**config.mk**
```make
export PLATFORM = sky130hd
export DESIGN_NAME = decoder_scan_sequencer
export DESIGN_NICKNAME = d
export VERILOG_FILES = /design/src/rtl/decoder_scan_sequencer.sv
export SDC_FILE = /design/constraint.sdc
export NUM_CORES = 1
export LEC_CHECK = 0
export BUFFER_PORTS_ARGS = -buffer_cell sky130_fd_sc_hd__buf_2
export CORE_UTILIZATION = 50
export DETAILED_ROUTE_END_ITERATION = 12
export PLACE_DENSITY = 0.82
export RECOVER_POWER = 50
export SYNTH_ARGS = -nofsm -noshare
export SYNTH_HDL_FRONTEND = slang
export SYNTH_SLANG_ARGS = --single-unit
```
**constraint.sdc**
```tcl
create_clock -name clk_in -period 3.05 [get_ports clk_in]
set_input_delay 0.1525 -clock clk_in [delete_from_list [all_inputs] [get_ports clk_in]]
set_output_delay 0.1525 -clock clk_in [all_outputs]
set_load 0.01 [all_outputs]
```
**src/rtl/decoder_scan_sequencer.sv**
```systemverilog
// Scan controller for an active-high decoder: steps the select through every
// channel, holds each for a programmable dwell, then blanks enable before moving on.
module decoder_scan_sequencer #(
    parameter int DATA_SIZE    = 4,
    parameter int DWELL_WIDTH  = 8,
    parameter int BLANK_CYCLES = 1
) (
    input  logic                   clk_in,
    input  logic                   rst_n_in,
    input  logic                   start_in,
    input  logic                   stop_in,
    input  logic                   continuous_in,
    input  logic [DWELL_WIDTH-1:0] dwell_in,
    output logic [DATA_SIZE-2:0]   sel_out,
    output logic                   enable_out,
    output logic                   busy_out,
    output logic                   chan_strobe_out,
    output logic                   done_out
);

    localparam int SW = DATA_SIZE - 1;
    localparam int BW = (BLANK_CYCLES > 1) ? $clog2(BLANK_CYCLES) : 1;
    localparam logic [SW-1:0]          SEL_LAST   = SW'(DATA_SIZE - 1);
    localparam logic [SW-1:0]          SEL_ONE    = SW'(1);
    localparam logic [DWELL_WIDTH-1:0] DW_ONE     = DWELL_WIDTH'(1);
    localparam logic [BW-1:0]          BLANK_INIT = BW'((BLANK_CYCLES > 0) ? BLANK_CYCLES - 1 : 0);
    localparam logic [BW-1:0]          BLANK_ONE  = BW'(1);

    typedef enum logic [1:0] {S_IDLE, S_ACTIVE, S_BLANK} state_t;

    state_t                 r_state, w_state;
    logic [SW-1:0]          r_sel, w_sel;
    logic [DWELL_WIDTH-1:0] r_cnt, w_cnt;
    logic [DWELL_WIDTH-1:0] r_dwell, w_dwell;
    logic [BW-1:0]          r_blank, w_blank;
    logic                   r_cont, w_cont;
    logic                   r_stop, w_stop;
    logic                   r_en, w_en;
    logic                   r_strobe, w_strobe;
    logic                   r_done, w_done;
    logic                   r_busy;
    logic                   w_adv;
    logic                   w_stop_req;
    logic [DWELL_WIDTH-1:0] w_dwell_eff;

    assign w_dwell_eff = (dwell_in == '0) ? DW_ONE : dwell_in;
    assign w_stop_req  = r_stop | stop_in;

    // r_cnt holds the active cycles still to come after the current one,
    // so a full 2^W-1 dwell fits in the DWELL_WIDTH counter.
    always_comb begin
        w_state  = r_state;
        w_sel    = r_sel;
        w_cnt    = r_cnt;
        w_dwell  = r_dwell;
        w_blank  = r_blank;
        w_cont   = r_cont;
        w_stop   = r_stop;
        w_en     = 1'b0;
        w_strobe = 1'b0;
        w_done   = 1'b0;
        w_adv    = 1'b0;
        case (r_state)
            S_IDLE: begin
                w_sel  = '0;
                w_stop = 1'b0;
                if (start_in && !stop_in) begin
                    w_dwell  = w_dwell_eff;
                    w_cont   = continuous_in;
                    w_state  = S_ACTIVE;
                    w_cnt    = w_dwell_eff - DW_ONE;
                    w_en     = 1'b1;
                    w_strobe = 1'b1;
                end
            end
            S_ACTIVE: begin
                w_stop = w_stop_req;
                if (r_cnt == '0) begin
                    if (BLANK_CYCLES > 0) begin
                        w_state = S_BLANK;
                        w_blank = BLANK_INIT;
                    end else begin
                        w_adv = 1'b1;
                    end
                end else begin
                    w_cnt = r_cnt - DW_ONE;
                    w_en  = 1'b1;
                end
            end
            S_BLANK: begin
                w_stop = w_stop_req;
                if (r_blank == '0) w_adv = 1'b1;
                else               w_blank = r_blank - BLANK_ONE;
            end
            default: w_state = S_IDLE;
        endcase

        // Select only moves here, as the next channel's first active cycle begins.
        if (w_adv) begin
            if (w_stop_req || (r_sel == SEL_LAST && !r_cont)) begin
                w_state = S_IDLE;
                w_sel   = '0;
                w_stop  = 1'b0;
                w_done  = 1'b1;
            end else begin
                w_sel    = (r_sel == SEL_LAST) ? '0 : r_sel + SEL_ONE;
                w_state  = S_ACTIVE;
                w_cnt    = r_dwell - DW_ONE;
                w_en     = 1'b1;
                w_strobe = 1'b1;
            end
        end
    end

    always_ff @(posedge clk_in or negedge rst_n_in) begin
        if (!rst_n_in) begin
            r_state  <= S_IDLE;
            r_sel    <= '0;
            r_cnt    <= '0;
            r_dwell  <= '0;
            r_blank  <= '0;
            r_cont   <= 1'b0;
            r_stop   <= 1'b0;
            r_en     <= 1'b0;
            r_strobe <= 1'b0;
            r_done   <= 1'b0;
            r_busy   <= 1'b0;
        end else begin
            r_state  <= w_state;
            r_sel    <= w_sel;
            r_cnt    <= w_cnt;
            r_dwell  <= w_dwell;
            r_blank  <= w_blank;
            r_cont   <= w_cont;
            r_stop   <= w_stop;
            r_en     <= w_en;
            r_strobe <= w_strobe;
            r_done   <= w_done;
            r_busy   <= (w_state != S_IDLE);
        end
    end

    assign sel_out         = r_sel;
    assign enable_out      = r_en;
    assign busy_out        = r_busy;
    assign chan_strobe_out = r_strobe;
    assign done_out        = r_done;

endmodule

```
# Word-level counts from Yosys, hierarchy flattened
# Index checks and enable logic that the tools add are counted.
# classes
add_sub_neg	5
eq_ne	4
mux	33
bitwise	1
n_reduce_logical	14
# ops
operator	n
$mux 8	5
$sub 8x1->8 const B	3
$logic_not 8->1	2
$mux 1	16
$pmux 8 s2	1
$mux 3	4
$mux 2	3
$pmux 1 s2	3
$pmux 2 s3	1
$reduce_bool 2->1	3
$reduce_and 2->1	2
$add 3x1->3 const B	1
$eq 3x2->1 const B	1
$eq 2x1->1 const B	1
$eq 2x2->1 const B	1
$logic_and 1x1->1	2
$logic_not 1->1	2
$logic_not 2->1	1
$ne 2x2->1 const B	1
$reduce_or 2->1	1
$logic_or 1x1->1	1
$or 1x1->1	1
$sub 1x1->1 const B	1
# totals
regBits	28
inputBits	13
output_inout_bits	7
elab_cells	68

# Longest topological paths before layout
# Gate-level depths: netlist (run 1).
# logic_depth
word_depth	7
mapped_depth	8
depth_no_buf	7

# Worst setup path after synthesis (run 1)
# Ideal clock, no wire load.
# synth_timing
path_type	register to register
startpoint	register r_cnt[0]
endpoint	register r_cnt[3]
setup_time_ps	126
arrival_ps	2042
required_time_ps	2924
path_slack_ps	882
path_stages_with_launch	8
path_buffers	0
period_less_slack_ps	2168
cell_sequence	dfrtp_1 -> inv_1 -> ha_1 -> or4b_4 -> or4_4 -> nand2_4 -> a21oi_1 -> o32a_1
# synth_via
elab_chain_cells	5
word_cells_on_any_way	6
classes_between	1 x add/sub; 4 x mux; 1 x reduce/logical
# synth_rtl
item	line_no	rtl
from (decl)	33	logic [DWELL_WIDTH-1:0] r_cnt, w_cnt;
from (signal assigned)	131	r_cnt <= w_cnt;
$sub 8x1->8 / $logic_not 8->1 (equally long branches)	86, 78	
$mux 8 (*)	78	if (r_cnt == '0) begin
$pmux 8 s2 (*)	63	case (r_state)
$mux 8	100	if (w_stop_req || (r_sel == SEL_LAST && !r_cont)) begin
$mux 8 (*)	99	if (w_adv) begin
named net w_cnt[3]	33	
# The timed path passes the listed nets; every way through them passes the cells marked *.
# A chain may end at the register's enable or synchronous reset.

# Worst setup path in the final report (run 1)
# Ends and elaborated chain as after synthesis.

==> out/results.txt, run 1 <==
Final period util: 0.758
Required @ worst endpoint: 3.27 ns
DRT antenna net count: 0
switch share: 0.227
RSZ-0062 raised after global routing: false
area leader, netlist: dfrtp_1
Combinational Power Share: 0.061
Pwr Density: 296 mW/mm^2
clock power share: 0.283
commonest non-fill, non-tap cell in the layout: nand2_1
DRC: 0
Period minus WS final: 2.31 ns
Worst slew margin: 0.0637
Final Hold Viols: 0
number of global-route vias before repair: 1266
CTS Hold Bufs: 1
Sinks on Clock Net: 27
post-DP HPWL: 2690 microns
io pins: 20
WL/cell: 14.1 microns
Initial Util: 0.537
final instance area: 0.00185 sq mm
worst hold path type: in -> reg
status: finished clean
first-pass GRT wire length: 5890 microns
area added between synthesis and finish: 10.8%
port bufs: 19
Root Buffer: clkbuf_4
Yosys reg bits: 27
Data arrival, critical path: 2.53 ns
P_sw: 124 uW
Distinct cells, synth: 45
peak supply drop: 0.130 mV
vias per inst: 5.50
Core Footprint: 0.00310 sq mm
post-CTS setup buffer count: 0
Max FO, Critical Path: 7
startpoint types: flop
clock skew: 0.00621 ns
ant diodes: 0
Fin Setup TNS: 0 ns
clk buf depth: 2
GRT Util Overall: 0.225
Layout fillers: 302
largest net degree at the start of global routing: 28
Initial DRT Pass Iterations: 4
clock latency on the worst-skew pair: 0.32 ns
leakage: 0.867 nW
grt total ovfl: 0
sequential area share after synthesis: 0.405
Die H: 59.7 microns
DRT iter0 DRCs: 85
top cell type's share of synthesized area: 0.405
RePlAce Congestion: 0.861
most frequent cells in the layout: nand2_1 (38), dfrtp_1 (27), buf_2 (15)
Pins Over Slew Limit: 0
antenna violations before repair: 0
clock-pin transition on the worst setup and hold timing paths: 0.14 ns
placed cell area: 0.00182 sq mm
WS Path Type: reg -> reg
Tot Pwr: 546 uW
FP Rows: 20
H-tree depth: 1
Die ar.: 0.00357 sq mm
via count: 1398
Post-synth EDFFs: 0
Internal: 422 uW
Max Cap Viol: 0
Cells after Synth: 189
Syn Area/Cell: 8.82 sq um
final setup vio count: 0
synthesized cell area: 0.00167 sq mm
Worst Tran Pin Value: 1.40 ns
Total Routed Length: 3570 microns
cts bufs inserted: 3
TritonCTS clock tree: yes
Final nets: 233
Reg power frac: 0.656
Setup crit end kind: flop
Post-synth ARST share: 1.00
Post-synth top flop: dfrtp_1
fmax: 432 MHz
Area contributors post-synth: dfrtp_1 (41%), nand2_1 (8.6%), ha_1 (6.8%)
Mapped Nets: 211
Synth warnings: 0
# resized after CTS: 0
share of cells above drive strength 1: 0.124
die width: 59.7 microns
## registers in the layout, summed over array words and instances (netlist names)
| name | count |
|---|---|
| busy_out | 1 |
| done_out | 1 |
| r_dwell | 8 |
| chan_strobe_out | 1 |
| r_state | 2 |
| r_cont | 1 |
| r_stop | 1 |
| sel_out | 3 |
| r_cnt | 8 |
| enable_out | 1 |
## power groups by stage
stage	Clock [mW]	Combinational (mW)	Sequential (mW)
floorplan	0	0.0108	0.365
global placement	0	0.0328	0.365
detailed placement	0	0.0329	0.365
CTS	0.161	0.0340	0.358
global route	0.177	0.0376	0.358
finish	0.154	0.0335	0.358
## cell usage after synthesis, types with 2 or more instances
library cell,count
nand2_1,38
dfrtp_1,27
nor2_1,14
o21ai_0,12
inv_1,11
xnor2_1,10
ha_1,9
a21oi_1,5
clkbuf_1,4
nor3_1,4
a31oi_1,3
nor4_1,3
o21a_1,3
o31ai_1,3
or4_1,3
a221oi_1,2
a22oi_1,2
a2bb2oi_1,2
and2_1,2
and3b_1,2
nand2b_1,2
nand3b_1,2
o211ai_1,2
o22ai_1,2
xor2_1,2
## logic make-up (layout without fill, tap and decap cells)
family / after synthesis / count (layout) / synth area share
AND/OR/NAND/NOR: 77 / 77 / 0.225
AO/OA/AOI/OAI: 47 / 47 / 0.200
flip-flops: 27 / 27 / 0.405
buffers and inverters: 17 / 38 / 0.0390
XOR/XNOR: 12 / 12 / 0.0631
adder cells (fa/ha/maj): 9 / 9 / 0.0676
## critical path: stages (launching register included)
cell     delay [ns]
dfrtp_1        0.42
inv_1          0.12
ha_1           0.19
or4b_4         0.48
or4_4          0.48
nand2_4        0.14
a21oi_1        0.05
o32a_1         0.34
## metal layers
layer | track usage | wire [microns]
met1 | 0.318 | 1770
met2 | 0.335 | 1640
met3 | 0.0390 | 100
met4 | 0.0997 | 65
met5 | 0 | 0
## layout make-up
cell class / instances / area, sq um / share of cell area
clock buffers: 4 / 26.3 / 0.0142
repair buffers: 23 / 123 / 0.0664
well taps: 44 / 55.1 / 0.0298
inverters: 11 / 41.3 / 0.0224
flip-flops and latches: 27 / 676 / 0.366
multi-input cells: 145 / 926 / 0.501
## stage by stage
| step | instances | worst slack (ns) | utilization | hold slack (ns) |
|---|---|---|---|---|
| after floorplan | 189 | 0.882 | - | -0.143 |
| after global placement | 249 | 0.825 | 0.585 | 0.188 |
| after detailed placement | 249 | 0.757 | 0.585 | 0.192 |
| after CTS | 254 | 0.737 | 0.597 | 0.00105 |
| after global routing | 254 | 0.652 | 0.595 | 0.0173 |
| final | 254 | 0.737 | 0.595 | 0.000991 |
## worst paths after layout
| kind | from | end | slack (ns) | cells after the start |
|---|---|---|---|---|
| worst min-delay path | continuous_in | r_cont | 0.001 | 3 |
| max in group asynchronous | rst_n_in | r_cnt[5] | 1.57 | 2 |
| worst max-delay path | r_cnt[0] | r_cnt[3] | 0.74 | 7 |
| worst max register to register | r_cnt[0] | r_cnt[3] | 0.74 | 7 |
| worst min register to register | sel_out[0] | sel_out[0] | 0.52 | 1 |
| min in group asynchronous | rst_n_in | busy_out | 0.66 | 2 |
(Power assumes the default switching activity.)
==> run 2: changes to the inputs <==
- ABC_AREA: unset -> 1
- clock period: 3.05 -> 2.3 ns (I/O delays scaled with it)
==> out/results.txt, run 2 <==
Critical-path top delay cell: dfrtp_1
Period minus WS final: 1.83 ns (-0.478 ns)
Layout fillers: 323 (+7.0%)
Die H: 62.8 microns (+5.2%)
Setup WS pre-CTS: 0.508 ns (-0.249 ns)
DRT iter0 DRCs: 77 (-9.4%)
Root Buffer: clkbuf_8
leakage: 1.10 nW (+27%)
Cells after Synth: 259 (+37%)
H-tree depth: 1 (unchanged)
peak supply drop: 0.601 mV (+360%)
CP Launch Point: r_state[0]
R2R Path End: r_cnt[4]
DRC: 0 (unchanged)
Pwr Density: 1140 mW/mm^2 (+290%)
WL/cell: 12.7 microns (-9.8%)
clock latency on the worst-skew pair: 0.27 ns (-0.05 ns)
startpoint types: flop
Fin Setup TNS: 0 ns (unchanged)
RSZ-0062 raised after global routing: false
Mapped Nets: 281 (+33%)
clk buf depth: 2 (unchanged)
most used cell, CP: inv_1
DRT antenna net count: 0 (unchanged)
crit-path cells: inv_1 > ha_1 > inv_2 > nor2_4 > inv_1 > a21oi_1 > nor3_1 > nor2_1
FF-to-FF setup slack: 0.47 ns (-0.27 ns)
io pins: 20 (unchanged)
crit path to: r_cnt[4]
reg2reg path depth: 8 (+1)
cts bufs inserted: 3 (unchanged)
sequential area share after synthesis: 0.365 (-0.0400)
Yosys reg bits: 27 (unchanged)
Synth warnings: 0 (unchanged)
FP Rows: 21 (+5.0%)
top cell type's share of synthesized area: 0.365 (-0.0400)
synthesized cell area: 0.00185 sq mm (+11%)
# resized after CTS: 0 (unchanged)
top post-synthesis cells by count: nand2_1 (64), inv_1 (46), dfrtp_1 (27), nand3_1 (26), nor2_1 (23)
RePlAce Congestion: 0.932 (+8.2%)
via count: 1722 (+23%)
Worst Tran Pin Value: 1.42 ns (+0.0123 ns)
top-count cell post-synth: nand2_1
Required @ worst endpoint: 2.47 ns (-0.80 ns)
antenna violations before repair: 0 (unchanged)
Core Footprint: 0.00344 sq mm (+11%)
Post-synth EDFFs: 0 (unchanged)
GRT Util Overall: 0.227 (+0.00202)
final cell count without fillers: 327 (+29%)
grt total ovfl: 0 (unchanged)
commonest non-fill, non-tap cell in the layout: nand2_1
final setup vio count: 0 (unchanged)
die width: 62.8 microns (+5.2%)
CP max stage delay: 0.39 ns (-0.09 ns)
critical hold path startpoint: continuous_in
Syn Area/Cell: 7.14 sq um (-19%)
Pins Over Slew Limit: 0 (unchanged)
Die ar.: 0.00395 sq mm (+11%)
port bufs: 19 (unchanged)
vias per inst: 5.27 (-4.3%)
fmax: 545 MHz (+26%)
most frequent cells in the layout: nand2_1 (64), inv_1 (46), dfrtp_1 (27)
area leader, netlist: dfrtp_1
Sinks on Clock Net: 27 (unchanged)
first-pass GRT wire length: 6980 microns (+19%)
number of global-route vias before repair: 1632 (+29%)
Initial Util: 0.537 (about the same)
area added between synthesis and finish: 9.74%
Distinct cells, synth: 29 (-36%)
share of cells above drive strength 1: 0.121 (-0.00281)
Data arrival, critical path: 2.00 ns (-0.53 ns)
post-DP HPWL: 3190 microns (+19%)
Post-synth ARST share: 1.00 (unchanged)
FF-to-FF Start: r_state[0]
clock skew: 0.00199 ns (-0.00422 ns)
clock-pin transition on the worst setup and hold timing paths: 0.09 ns (-0.05 ns)
status: finished clean
TritonCTS clock tree: yes
post-CTS setup buffer count: 0 (unchanged)
Final nets: 304 (+30%)
Post-synth top flop: dfrtp_1
Total Routed Length: 4150 microns (+16%)
ant diodes: 0 (unchanged)
WS Path Type: reg -> reg
Initial DRT Pass Iterations: 4 (unchanged)
worst hold path type: in -> reg
Max Cap Viol: 0 (unchanged)
largest net degree at the start of global routing: 28 (unchanged)
Setup crit end kind: flop
Worst slew margin: 0.0554 (-0.00822)
Setup WS post-layout: 0.465 ns (-0.272 ns)
Area contributors post-synth: dfrtp_1 (37%), nand2_1 (13%), inv_1 (9.3%)
post-placement cell count: 322 (+29%)
Final period util: 0.798 (+0.0393)
Final Hold Viols: 0 (unchanged)
Max FO, Critical Path: 13 (+6)
[run 2: critical path, delay by kind of cell, from the launching register on]
kind                       cells  cell delay [ns]
AOI/OAI and AO/OA              1             0.12
DFF                            1             0.39
buffers and inverters          3             0.59
adders and majority gates      1             0.29
and+or+nand+nor                3             0.35
[run 2: worst min-delay path by stage]
stage,to,slack [ns],depth (start not counted)
5_1_grt,r_cont,0.06,3
2_1_floorplan,busy_out,-0.18,0
3_3_place_gp,sel_out[0],0.15,1
3_5_place_dp,sel_out[0],0.16,1
6_report,r_cont,0.04,3
4_1_cts,r_cont,0.04,3
[run 2: cells by family after synthesis]
logic type	synth area share
buf+inv	0.118
compound gates	0.107
fa+ha+maj	0.0609
flops	0.365
simple gates	0.321
xor+xnor	0.0284
[run 2: metrics by stage]
stage	power, mW	hold WS (ns)	instance area, sq um	util
after CTS	2.30	0.0414	2030	0.591
after floorplan	1.74	-0.181	1850	-
final	2.31	0.0383	2030	0.590
after global placement	1.99	0.150	1980	0.575
after detailed placement	2.02	0.157	1980	0.575
after global routing	2.52	0.0598	2030	0.590
[run 2: cell type report]
class / count / area, sq um / share of cell area
multi-input cells: 180 / 956 / 0.471
flip-flops and latches: 27 / 676 / 0.333
inverters: 48 / 180 / 0.0888
repair buffers: 22 / 115 / 0.0567
well taps: 46 / 57.6 / 0.0284
clock buffers: 4 / 45.0 / 0.0222
[run 2: what timing repair did]
item,CTS,global route
hold endpoints to repair,27,0
hold buffers,1,0
endpoints found under the setup margin,0,0
[run 2: where the power goes]
group,internal [mW],switching [mW],total [mW]
sequential,0.682,0.174,0.856
combinational,0.439,0.742,1.18
clock,0.124,0.148,0.272
[run 2: routing by layer]
layer	wire [microns]	global-route usage	vias up
met2	1840	0.346	64
met3	245	0.0401	10
met5	0	0	-
met4	108	0.116	0
li1	-	-	860
met1	1950	0.305	788
